$ cat src/rtl/mips_cpu_muldiv.sv
// ---------------------------------------------------------------------------
// mips_cpu_muldiv
//
// Iterative multiply/divide unit for MULT, MULTU, DIV and DIVU. It feeds the
// ALU Hi/Lo special registers: hi/lo drive Hi_in/Lo_in, done drives the Hi/Lo
// write enable, and busy drives the pipeline stall.
//
// The datapath runs one shift-add (multiply) or restoring-divide step per
// cycle on operand magnitudes. A single FIXUP cycle then applies the recorded
// signs and registers the result.
//
// Ports
//   clk       in   rising-edge clock
//   rst_n     in   asynchronous active-low reset
//   start     in   request a new operation (sampled only in IDLE)
//   op[1:0]   in   0=MULT 1=MULTU 2=DIV 3=DIVU
//   a         in   rs operand (multiplicand / dividend)
//   b         in   rt operand (multiplier / divisor)
//   flush     in   synchronous abort of an in-flight operation
//   busy      out  operation in flight (pipeline stall request)
//   done      out  one-cycle pulse, hi/lo valid (Hi/Lo write enable)
//   hi        out  product upper half, or remainder
//   lo        out  product lower half, or quotient
//   div_zero  out  high with done when a divide had a zero divisor
//
// Handshake: start is accepted only when busy=0 and flush=0. busy covers
// the interval from the accepting edge up to the edge that raises done.
// done is high for exactly one cycle, and busy is already low in that cycle.
// A start while busy=1 is dropped, not queued.
//
// Optional build macro: MULDIV_EARLY_TERM_EN. When it is defined, a
// multiply whose remaining multiplier bits are all zero finishes its shifting
// in one step. Results are identical in both builds.
// ---------------------------------------------------------------------------
module mips_cpu_muldiv #(
  parameter int WIDTH = 32
) (
  input  logic             clk,
  input  logic             rst_n,
  input  logic             start,
  input  logic [1:0]       op,
  input  logic [WIDTH-1:0] a,
  input  logic [WIDTH-1:0] b,
  input  logic             flush,
  output logic             busy,
  output logic             done,
  output logic [WIDTH-1:0] hi,
  output logic [WIDTH-1:0] lo,
  output logic             div_zero
);

  localparam int W  = WIDTH;
  localparam int CW = $clog2(WIDTH);

  typedef enum logic [1:0] {
    S_IDLE  = 2'd0,
    S_CALC  = 2'd1,
    S_FIXUP = 2'd2
  } state_t;

  state_t state, state_next;

  logic [CW-1:0]  cnt, cnt_next;
  logic           is_mul, is_mul_next;
  logic           neg_hi, neg_hi_next;     // negate upper result half / remainder
  logic           neg_lo, neg_lo_next;     // negate product / quotient
  logic           dz, dz_next;             // divisor was zero
  logic [W-1:0]   opd, opd_next;           // multiplicand or divisor magnitude
  logic [2*W-1:0] acc, acc_next;           // {upper, multiplier} or {rem, quot}
  logic [W-1:0]   hi_next, lo_next;
  logic           done_next, div_zero_next;

  // Operand magnitudes. Only the signed ops (op[0]=0) take absolute values.
  logic         a_neg, b_neg;
  logic [W-1:0] a_mag, b_mag;

  assign a_neg = ~op[0] & a[W-1];
  assign b_neg = ~op[0] & b[W-1];
  assign a_mag = a_neg ? -a : a;
  assign b_mag = b_neg ? -b : b;

  // Shift-add step. The carry out of the upper-half add becomes the new MSB
  // when the whole accumulator shifts right.
  logic [W:0]     mul_sum;
  logic [2*W-1:0] mul_step;

  assign mul_sum  = {1'b0, acc[2*W-1:W]} + (acc[0] ? {1'b0, opd} : {(W+1){1'b0}});
  assign mul_step = {mul_sum, acc[W-1:1]};

  // Restoring-divide step. The shifted partial remainder is W+1 bits wide so
  // that the trial subtraction is an unsigned (W+1)-bit compare.
  logic [W:0]     div_shift, div_diff;
  logic           div_ge;
  logic [2*W-1:0] div_step;

  assign div_shift = {acc[2*W-1:W], acc[W-1]};
  assign div_diff  = div_shift - {1'b0, opd};
  assign div_ge    = (div_shift >= {1'b0, opd});
  assign div_step  = {(div_ge ? div_diff[W-1:0] : div_shift[W-1:0]), acc[W-2:0], div_ge};

`ifdef MULDIV_EARLY_TERM_EN
  // After this step, (W-1-cnt) multiplier bits are still unshifted in the
  // low end of the accumulator. If they are all zero, the remaining
  // iterations would only shift, so they are done at once.
  logic [CW-1:0] rem_cnt;
  logic [W-1:0]  rem_mask;

  assign rem_cnt  = CW'(W - 1) - cnt;
  assign rem_mask = ~({W{1'b1}} << rem_cnt);
`endif

  // Sign fixup. With a zero divisor the remainder path already holds |a|, so
  // negating it by the dividend sign returns the raw a. Only the quotient
  // needs overriding.
  logic [2*W-1:0] mul_res;
  logic [W-1:0]   quo_res, rem_res;

  assign mul_res = neg_lo ? -acc : acc;
  assign quo_res = dz ? {W{1'b1}} : (neg_lo ? -acc[W-1:0] : acc[W-1:0]);
  assign rem_res = neg_hi ? -acc[2*W-1:W] : acc[2*W-1:W];

  assign busy = (state != S_IDLE);

  always_comb begin
    state_next    = state;
    cnt_next      = cnt;
    is_mul_next   = is_mul;
    neg_hi_next   = neg_hi;
    neg_lo_next   = neg_lo;
    dz_next       = dz;
    opd_next      = opd;
    acc_next      = acc;
    hi_next       = hi;
    lo_next       = lo;
    done_next     = 1'b0;
    div_zero_next = 1'b0;

    case (state)
      S_IDLE: begin
        // flush in IDLE suppresses a same-cycle start.
        if (start && !flush) begin
          state_next  = S_CALC;
          cnt_next    = '0;
          is_mul_next = ~op[1];
          opd_next    = op[1] ? b_mag : a_mag;
          acc_next    = {{W{1'b0}}, (op[1] ? a_mag : b_mag)};
          neg_lo_next = a_neg ^ b_neg;
          neg_hi_next = op[1] ? a_neg : (a_neg ^ b_neg);
          dz_next     = op[1] & (b == '0);
        end
      end

      S_CALC: begin
        if (flush) begin
          state_next = S_IDLE;
        end else begin
          if (is_mul) begin
            acc_next = mul_step;
          end else begin
            acc_next = div_step;
          end

          if (cnt == CW'(W - 1)) begin
            state_next = S_FIXUP;
          end else begin
            cnt_next = cnt + 1'b1;
          end

`ifdef MULDIV_EARLY_TERM_EN
          if (is_mul && ((mul_step[W-1:0] & rem_mask) == '0)) begin
            acc_next   = mul_step >> rem_cnt;
            state_next = S_FIXUP;
          end
`endif
        end
      end

      S_FIXUP: begin
        state_next = S_IDLE;
        if (!flush) begin
          if (is_mul) begin
            hi_next = mul_res[2*W-1:W];
            lo_next = mul_res[W-1:0];
          end else begin
            hi_next = rem_res;
            lo_next = quo_res;
          end
          done_next     = 1'b1;
          div_zero_next = dz;
        end
      end

      default: begin
        state_next = S_IDLE;
      end
    endcase
  end

  always_ff @(posedge clk or negedge rst_n) begin
    if (!rst_n) begin
      state    <= S_IDLE;
      cnt      <= '0;
      is_mul   <= 1'b0;
      neg_hi   <= 1'b0;
      neg_lo   <= 1'b0;
      dz       <= 1'b0;
      opd      <= '0;
      acc      <= '0;
      hi       <= '0;
      lo       <= '0;
      done     <= 1'b0;
      div_zero <= 1'b0;
    end else begin
      state    <= state_next;
      cnt      <= cnt_next;
      is_mul   <= is_mul_next;
      neg_hi   <= neg_hi_next;
      neg_lo   <= neg_lo_next;
      dz       <= dz_next;
      opd      <= opd_next;
      acc      <= acc_next;
      hi       <= hi_next;
      lo       <= lo_next;
      done     <= done_next;
      div_zero <= div_zero_next;
    end
  end

endmodule

$ cat config.mk
export PLATFORM = sky130hd
export DESIGN_NAME = mips_cpu_muldiv
export DESIGN_NICKNAME = d
export VERILOG_FILES = /design/src/rtl/mips_cpu_muldiv.sv
export SDC_FILE = /design/constraint.sdc
export NUM_CORES = 1
export LEC_CHECK = 0
export CAP_MARGIN = 15
export CORE_ASPECT_RATIO = 0.6
export CORE_MARGIN = 10
export CORE_UTILIZATION = 39
export DETAILED_ROUTE_END_ITERATION = 8
export SLEW_MARGIN = 20
export SYNTH_ARGS = -nofsm -noshare
export SYNTH_HDL_FRONTEND = slang
export SYNTH_SLANG_ARGS = --single-unit
$ cat constraint.sdc
create_clock -name clk -period 3.5 [get_ports clk]
set_clock_uncertainty 0.1 [all_clocks]
set_input_delay 0.525 -clock clk [delete_from_list [all_inputs] [get_ports clk]]
set_output_delay 0.525 -clock clk [all_outputs]
set_load 0.02 [all_outputs]
==> results of run 1 <==
## logic make-up after synthesis
kind of cell	after synthesis	share of synthesized area
fa+ha+maj	72	0.0649
compound gates	599	0.255
simple gates	594	0.192
xor+xnor	180	0.112
flops	173	0.307
mux	35	0.0250
buf+inv	166	0.0448
## cells in the mapped netlist (15+ instances only)
cell type  count  area share
inv_1         62       0.017
o31ai_1       26       0.014
mux2i_1       33       0.023
clkbuf_1      88       0.023
xor2_1       104       0.065
nand2_1      184       0.049
a21oi_1      221       0.078
nand3_1       20      0.0071
nor3_1        44       0.016
ha_1          70       0.062
dfrtp_1      173        0.31
nor2b_1       17      0.0075
o211ai_1      15      0.0080
xnor2_1       76       0.047
o21ai_0      169       0.060
nor2_1       219       0.058
a31oi_1       18      0.0080
or3_1         15      0.0067
a211oi_1      18      0.0096
a21o_1        32       0.017
## area by class of cell
| type | instances | area [um2] | area share |
|---|---|---|---|
| timing repair buffer | 428 | 3760 | 0.196 |
| sequential | 173 | 4330 | 0.226 |
| clock inverter | 13 | 124 | 0.00646 |
| tap | 467 | 584 | 0.0305 |
| inverter | 63 | 239 | 0.0125 |
| clock buffer | 19 | 443 | 0.0231 |
| antenna | 1 | 2.50 | 0.000130 |
| multi-input combinational | 1480 | 9700 | 0.506 |
## worst max path at each step
stage	slack, ns	depth (start not counted)	end
floorplan	-0.22	11	hi[16]
global placement	-0.29	12	acc[31]
detailed placement	-0.33	14	hi[28]
CTS	-0.13	12	hi[31]
global route	-0.24	10	hi[16]
finish	-0.12	10	hi[16]
## registers in the layout (all words and copies together), names as in the netlist
register,count
cnt,5
done,1
acc,64
dz,1
neg_lo,1
hi,32
neg_hi,1
opd,32
lo,32
div_zero,1
is_mul,1
state,2
## routing by layer
layer  track usage  share of wire
met3        0.0993           0.13
met2         0.321           0.38
met4        0.0376         0.0075
met5             0              0
met1         0.365           0.48
## power by group
group	internal, mW	total [mW]	switching, mW
clock network	0.959	1.91	0.947
logic	3.87	8.86	5.00
registers	2.35	2.77	0.417
## per-stage QoR
stage	TNS (ns)	setup WS [ns]
floorplan	-0.516	-0.223
global placement	-4.84	-0.285
detailed placement	-7.33	-0.331
CTS	-0.768	-0.126
global route	-4.13	-0.244
finish	-0.644	-0.117
## timing repair
item                                    in CTS  in global routing
hold buffers                                 1                  0
endpoints found under the hold margin       46                  0
pin swaps                                    2                 36
endpoints found under the setup margin      37                 66
buffers inserted                             3                 17
cloned                                       0                  2
gates resized for setup                     32                 98
## worst max-delay path, stage by stage (launching register included)
cell and delay, ns:
dfrtp_1 0.38, or4_4 0.57, nor4_4 0.18, nand3b_2 0.12, or4_4 0.49, or4_4 0.49
or4_4 0.46, nor2b_4 0.17, o41ai_4 0.29, xor2_1 0.17, o21ai_1 0.07
==> impl_metrics.ini, run 1 <==
[route]
drc_errors = 0
wire_per_inst_um = 21.1
drt.antenna.violating_nets = 0
via_per_inst = 5.73
num_vias = 15100
drt_iter0_drc = 1805
drtPass1Iterations = 6
routed_wl_mm = 55.9

[placed_design]
port_buffers = 136
finalWeightedCongestion = 0.958
place_hpwl_mm = 44.3
placedCellCount = 2589
place_area_um2 = 17800

[layout]
final_area_um2 = 19200
drive_gt1_frac = 0.198
nNetsFinal = 2305
most-common-layout-cells = 269 x buf_4, 209 x a21oi_1, 207 x nor2_1
stdcell_count = 2644
fill_cells = 3237
postLayoutCoreUtil = 0.543
syn2layout_area_growth_pct = 36.0
layout_commonest_cell = buf_4

[setup_path]
worst_ep_arrival_time_ns = 3.85
crit-reg2reg-launch = acc[10]
start_kind = register
worstPathMaxFanout = 3
critical_path_class = reg2reg
cp-startpoint = acc[10]
r2r_end = hi[16]
r2r_slack_ns = -0.12
r2r_cells = 10
required_ns = 3.74
worst_setup_path_end_kind = register

[hold_path]
min_path_type = reg2reg
hold-path-endpoint = hi[21]
min_path_cells = 2
holdCritStartpoint = hi[21]

[grt]
antenna_found_initial = 1
grt_pass1_vias = 14200
grt_usage = 0.245
overflow = 0
grt_pass1_wl_mm = 85.0
grt_max_degree = 70

[sta]
report.final.hold_viol_count = 0
rsz0062_at_grt = true
fmaxAchievable_ghz = 0.276
tightest_slew_ns = 0.639
timing.final.crit_share = 1.03
slew_headroom = 0.570
setup_ws_ns = -0.117
slew_violations = 0
setup-violations-final = 13
hold_slack_ns = 0.383
fin_crit_ns = 3.62

[clock_tree]
clk_latency_ns = 0.47
clock_sinks = 173
cts_tree = done
numCtsBuffers = 17
root_buffer = clkbuf_16
clkTransAtPathRegs_ns = 0.08
cts_max_path_buffers = 2
h-tree-depth = 4

[outcome]
violations = negative setup slack
outcome = complete, but fails checks

[synth]
synth_cell_types = 66
avgSynthCellArea_um2 = 7.75
async_flop_share = 1.00
ys_seq_area_frac = 0.307
syn_area_um2 = 14100
synth_top_flop_cell = dfrtp_1
synth_edf_count = 0
ys_warn_count = 0
syn_inst = 1819
ys_seq_elements = 173
synth_nets = 1961

[power]
power.density_nw_per_um2 = 706
p_total_mw = 13.5
p_leak_nw = 8.51
peakVddDrop_mv = 0.536

[run]
cap_viol_max_count = 0

[floorplanning]
io_pins = 137
die_h_um = 167
start_util = 0.399
die_area_um2 = 44400
fp.coreArea_um2 = 35300
rows = 53
dieWidth_um = 266
(Power assumes the default switching activity.)
==> inputs of run 2 (changes only) <==
- SETUP_SLACK_MARGIN: unset -> 0.5
- clock period: 3.5 -> 3 ns (I/O delays scaled with it)
==> impl_metrics.ini, run 2 (same netlist as run 1, synthesis figures left out) <==
[layout]
largest_reg_flops = 64
stdcell_count = 2824
syn2layout_area_growth_pct = 58.1
nNetsFinal = 2486
num_antenna_cells = 0
largest_register = acc
most-common-layout-cells = 411 x buf_4, 184 x nor2_1, 174 x a21oi_1
drive_gt1_frac = 0.349
fill_cells = 2940
layout_commonest_cell = buf_4

[setup_path]
start_kind = register
crit_slowest_cell = or4_4
crit_top_cell = or4_4
worst_setup_path_end_kind = register
worstPathMaxFanout = 4
critical_path_class = reg2reg
cp_slowest_stage_delay_ns = 0.56
r2r_cells = 10
required_ns = 3.23
worst_ep_arrival_time_ns = 3.88
path_cells = or4_4 -> nor4_4 -> nand3b_2 -> or4_4 -> or4_4 -> or4_4 -> nor2b_4 -> o41ai_4 -> xor2_1 -> o21ai_1
r2r_slack_ns = -0.65

[sta]
report.final.hold_viol_count = 0
fmaxAchievable_ghz = 0.274
tightest_slew_ns = 0.688
hold_slack_ns = 0.383
fin_crit_ns = 3.65
slew_violations = 0
timing.final.crit_share = 1.22
setup_ws_ns = -0.646
slew_headroom = 0.541
rsz0062_at_grt = true
setup-violations-final = 65

[clock_tree]
clkTransAtPathRegs_ns = 0.08
h-tree-depth = 4
clk_latency_ns = 0.46
root_buffer = clkbuf_16
numCtsBuffers = 17
cts_max_path_buffers = 2
cts_tree = done
clock_sinks = 173

[power]
power_switching_mw = 8.79
swShare = 0.458
clkPwrFrac = 0.123
power.density_nw_per_um2 = 861
pwr-share-seq = 0.171
p_int_mw = 10.4
peakVddDrop_mv = 0.521
p_total_mw = 19.2
pwr-share-comb = 0.706
p_leak_nw = 9.84

[floorplanning]
fp.coreArea_um2 = 35300
rows = 53
start_util = 0.399
die_h_um = 167
dieWidth_um = 266
io_pins = 137
die_area_um2 = 44400

[hold_path]
min_path_cells = 2
min_path_type = reg2reg

[route]
num_vias = 16200
via_per_inst = 5.72
drt.antenna.violating_nets = 0
routed_wl_mm = 61.3
drt_iter0_drc = 1563
drtPass1Iterations = 5
drc_errors = 0
wire_per_inst_um = 21.7

[grt]
grt_usage = 0.263
antenna_found_initial = 1
grt_pass1_vias = 15400
grt_max_degree = 72
grt_pass1_wl_mm = 91.7
overflow = 0

[placed_design]
place_hpwl_mm = 45.4
port_buffers = 136
finalWeightedCongestion = 0.937
placedCellCount = 2705

[outcome]
violations = negative setup slack
outcome = complete, but fails checks

[run]
cap_viol_max_count = 0
==> run 2: changes by cell type in the layout (fill, tap and decap cells not counted), moves of 20 or more <==
| cell | before | now |
|---|---|---|
| a21oi_1 | 209 | 174 |
| a21oi_2 | 10 | 36 |
| o21ai_1 | 10 | 45 |
| buf_6 | 11 | 43 |
| ha_4 | 2 | 22 |
| o21ai_0 | 159 | 109 |
| nor2_1 | 207 | 184 |
| buf_4 | 269 | 411 |
==> run 2: final cells by class <==
cell class / instances / area, um2 / area share
sequential: 173 / 4340 / 0.195
clock buffer: 17 / 425 / 0.0191
clock inverter: 15 / 200 / 0.00898
multi-input combinational: 1480 / 11100 / 0.499
inverter: 63 / 249 / 0.0112
tap: 467 / 584 / 0.0262
timing repair buffer: 609 / 5370 / 0.241
==> run 2: routing by layer <==
| layer | up-vias | share of wire | GRT usage |
|---|---|---|---|
| met5 | - | 0 | 0 |
| met4 | 0 | 0.015 | 0.0411 |
| met3 | 84 | 0.13 | 0.106 |
| met2 | 755 | 0.40 | 0.355 |
| met1 | 7767 | 0.46 | 0.384 |
| li1 | 7544 | - | - |
==> run 2: through the flow <==
stage               utilization  TNS [ns]  worst slack, ns  cell area (um2)
global placement          0.543    -33.72           -0.735            19200
CTS                       0.601    -21.28           -0.653            21200
global route              0.631    -31.69           -0.804            22300
finish                    0.631    -23.79           -0.646            22300
detailed placement        0.543    -38.78           -0.771            19200
floorplan                     -     -9.61           -0.723            14700
==> run 2: worst paths after layout <==
path	to	from
min in group asynchronous	lo[15]	rst_n
setup reg to reg	hi[16]	acc[10]
setup / recovery	hi[16]	acc[10]
hold reg to reg	hi[3]	hi[3]
hold / removal	hi[3]	hi[3]
max in group asynchronous	acc[10]	rst_n
==> run 2: critical path, delay by kind of cell, from the launching register on <==
family | cells | cell delay, ns
and+or+nand+nor | 7 | 2.48
DFF | 1 | 0.39
AOI/OAI and AO/OA | 2 | 0.36
xor gates and xnor gates | 1 | 0.19
==> run 2: power groups by stage <==
stage / Clock [mW] / Sequential [mW] / Combinational (mW)
2_1_floorplan: 0 / 3.26 / 6.20
3_3_place_gp: 0 / 3.24 / 10.3
3_5_place_dp: 0 / 3.25 / 10.4
4_1_cts: 2.39 / 3.22 / 12.2
5_1_grt: 2.49 / 3.32 / 14.4
6_report: 2.37 / 3.28 / 13.6
==> run 2: timing repair <==
action / 4_1_cts / 5_1_grt
resized for setup: 224 / 178
setup endpoints to repair: 119 / 117
hold endpoints to repair: 56 / 0
pin swaps: 99 / 99
hold buffers: 1 / 0
buffers inserted: 49 / 29
cloned: 7 / 1
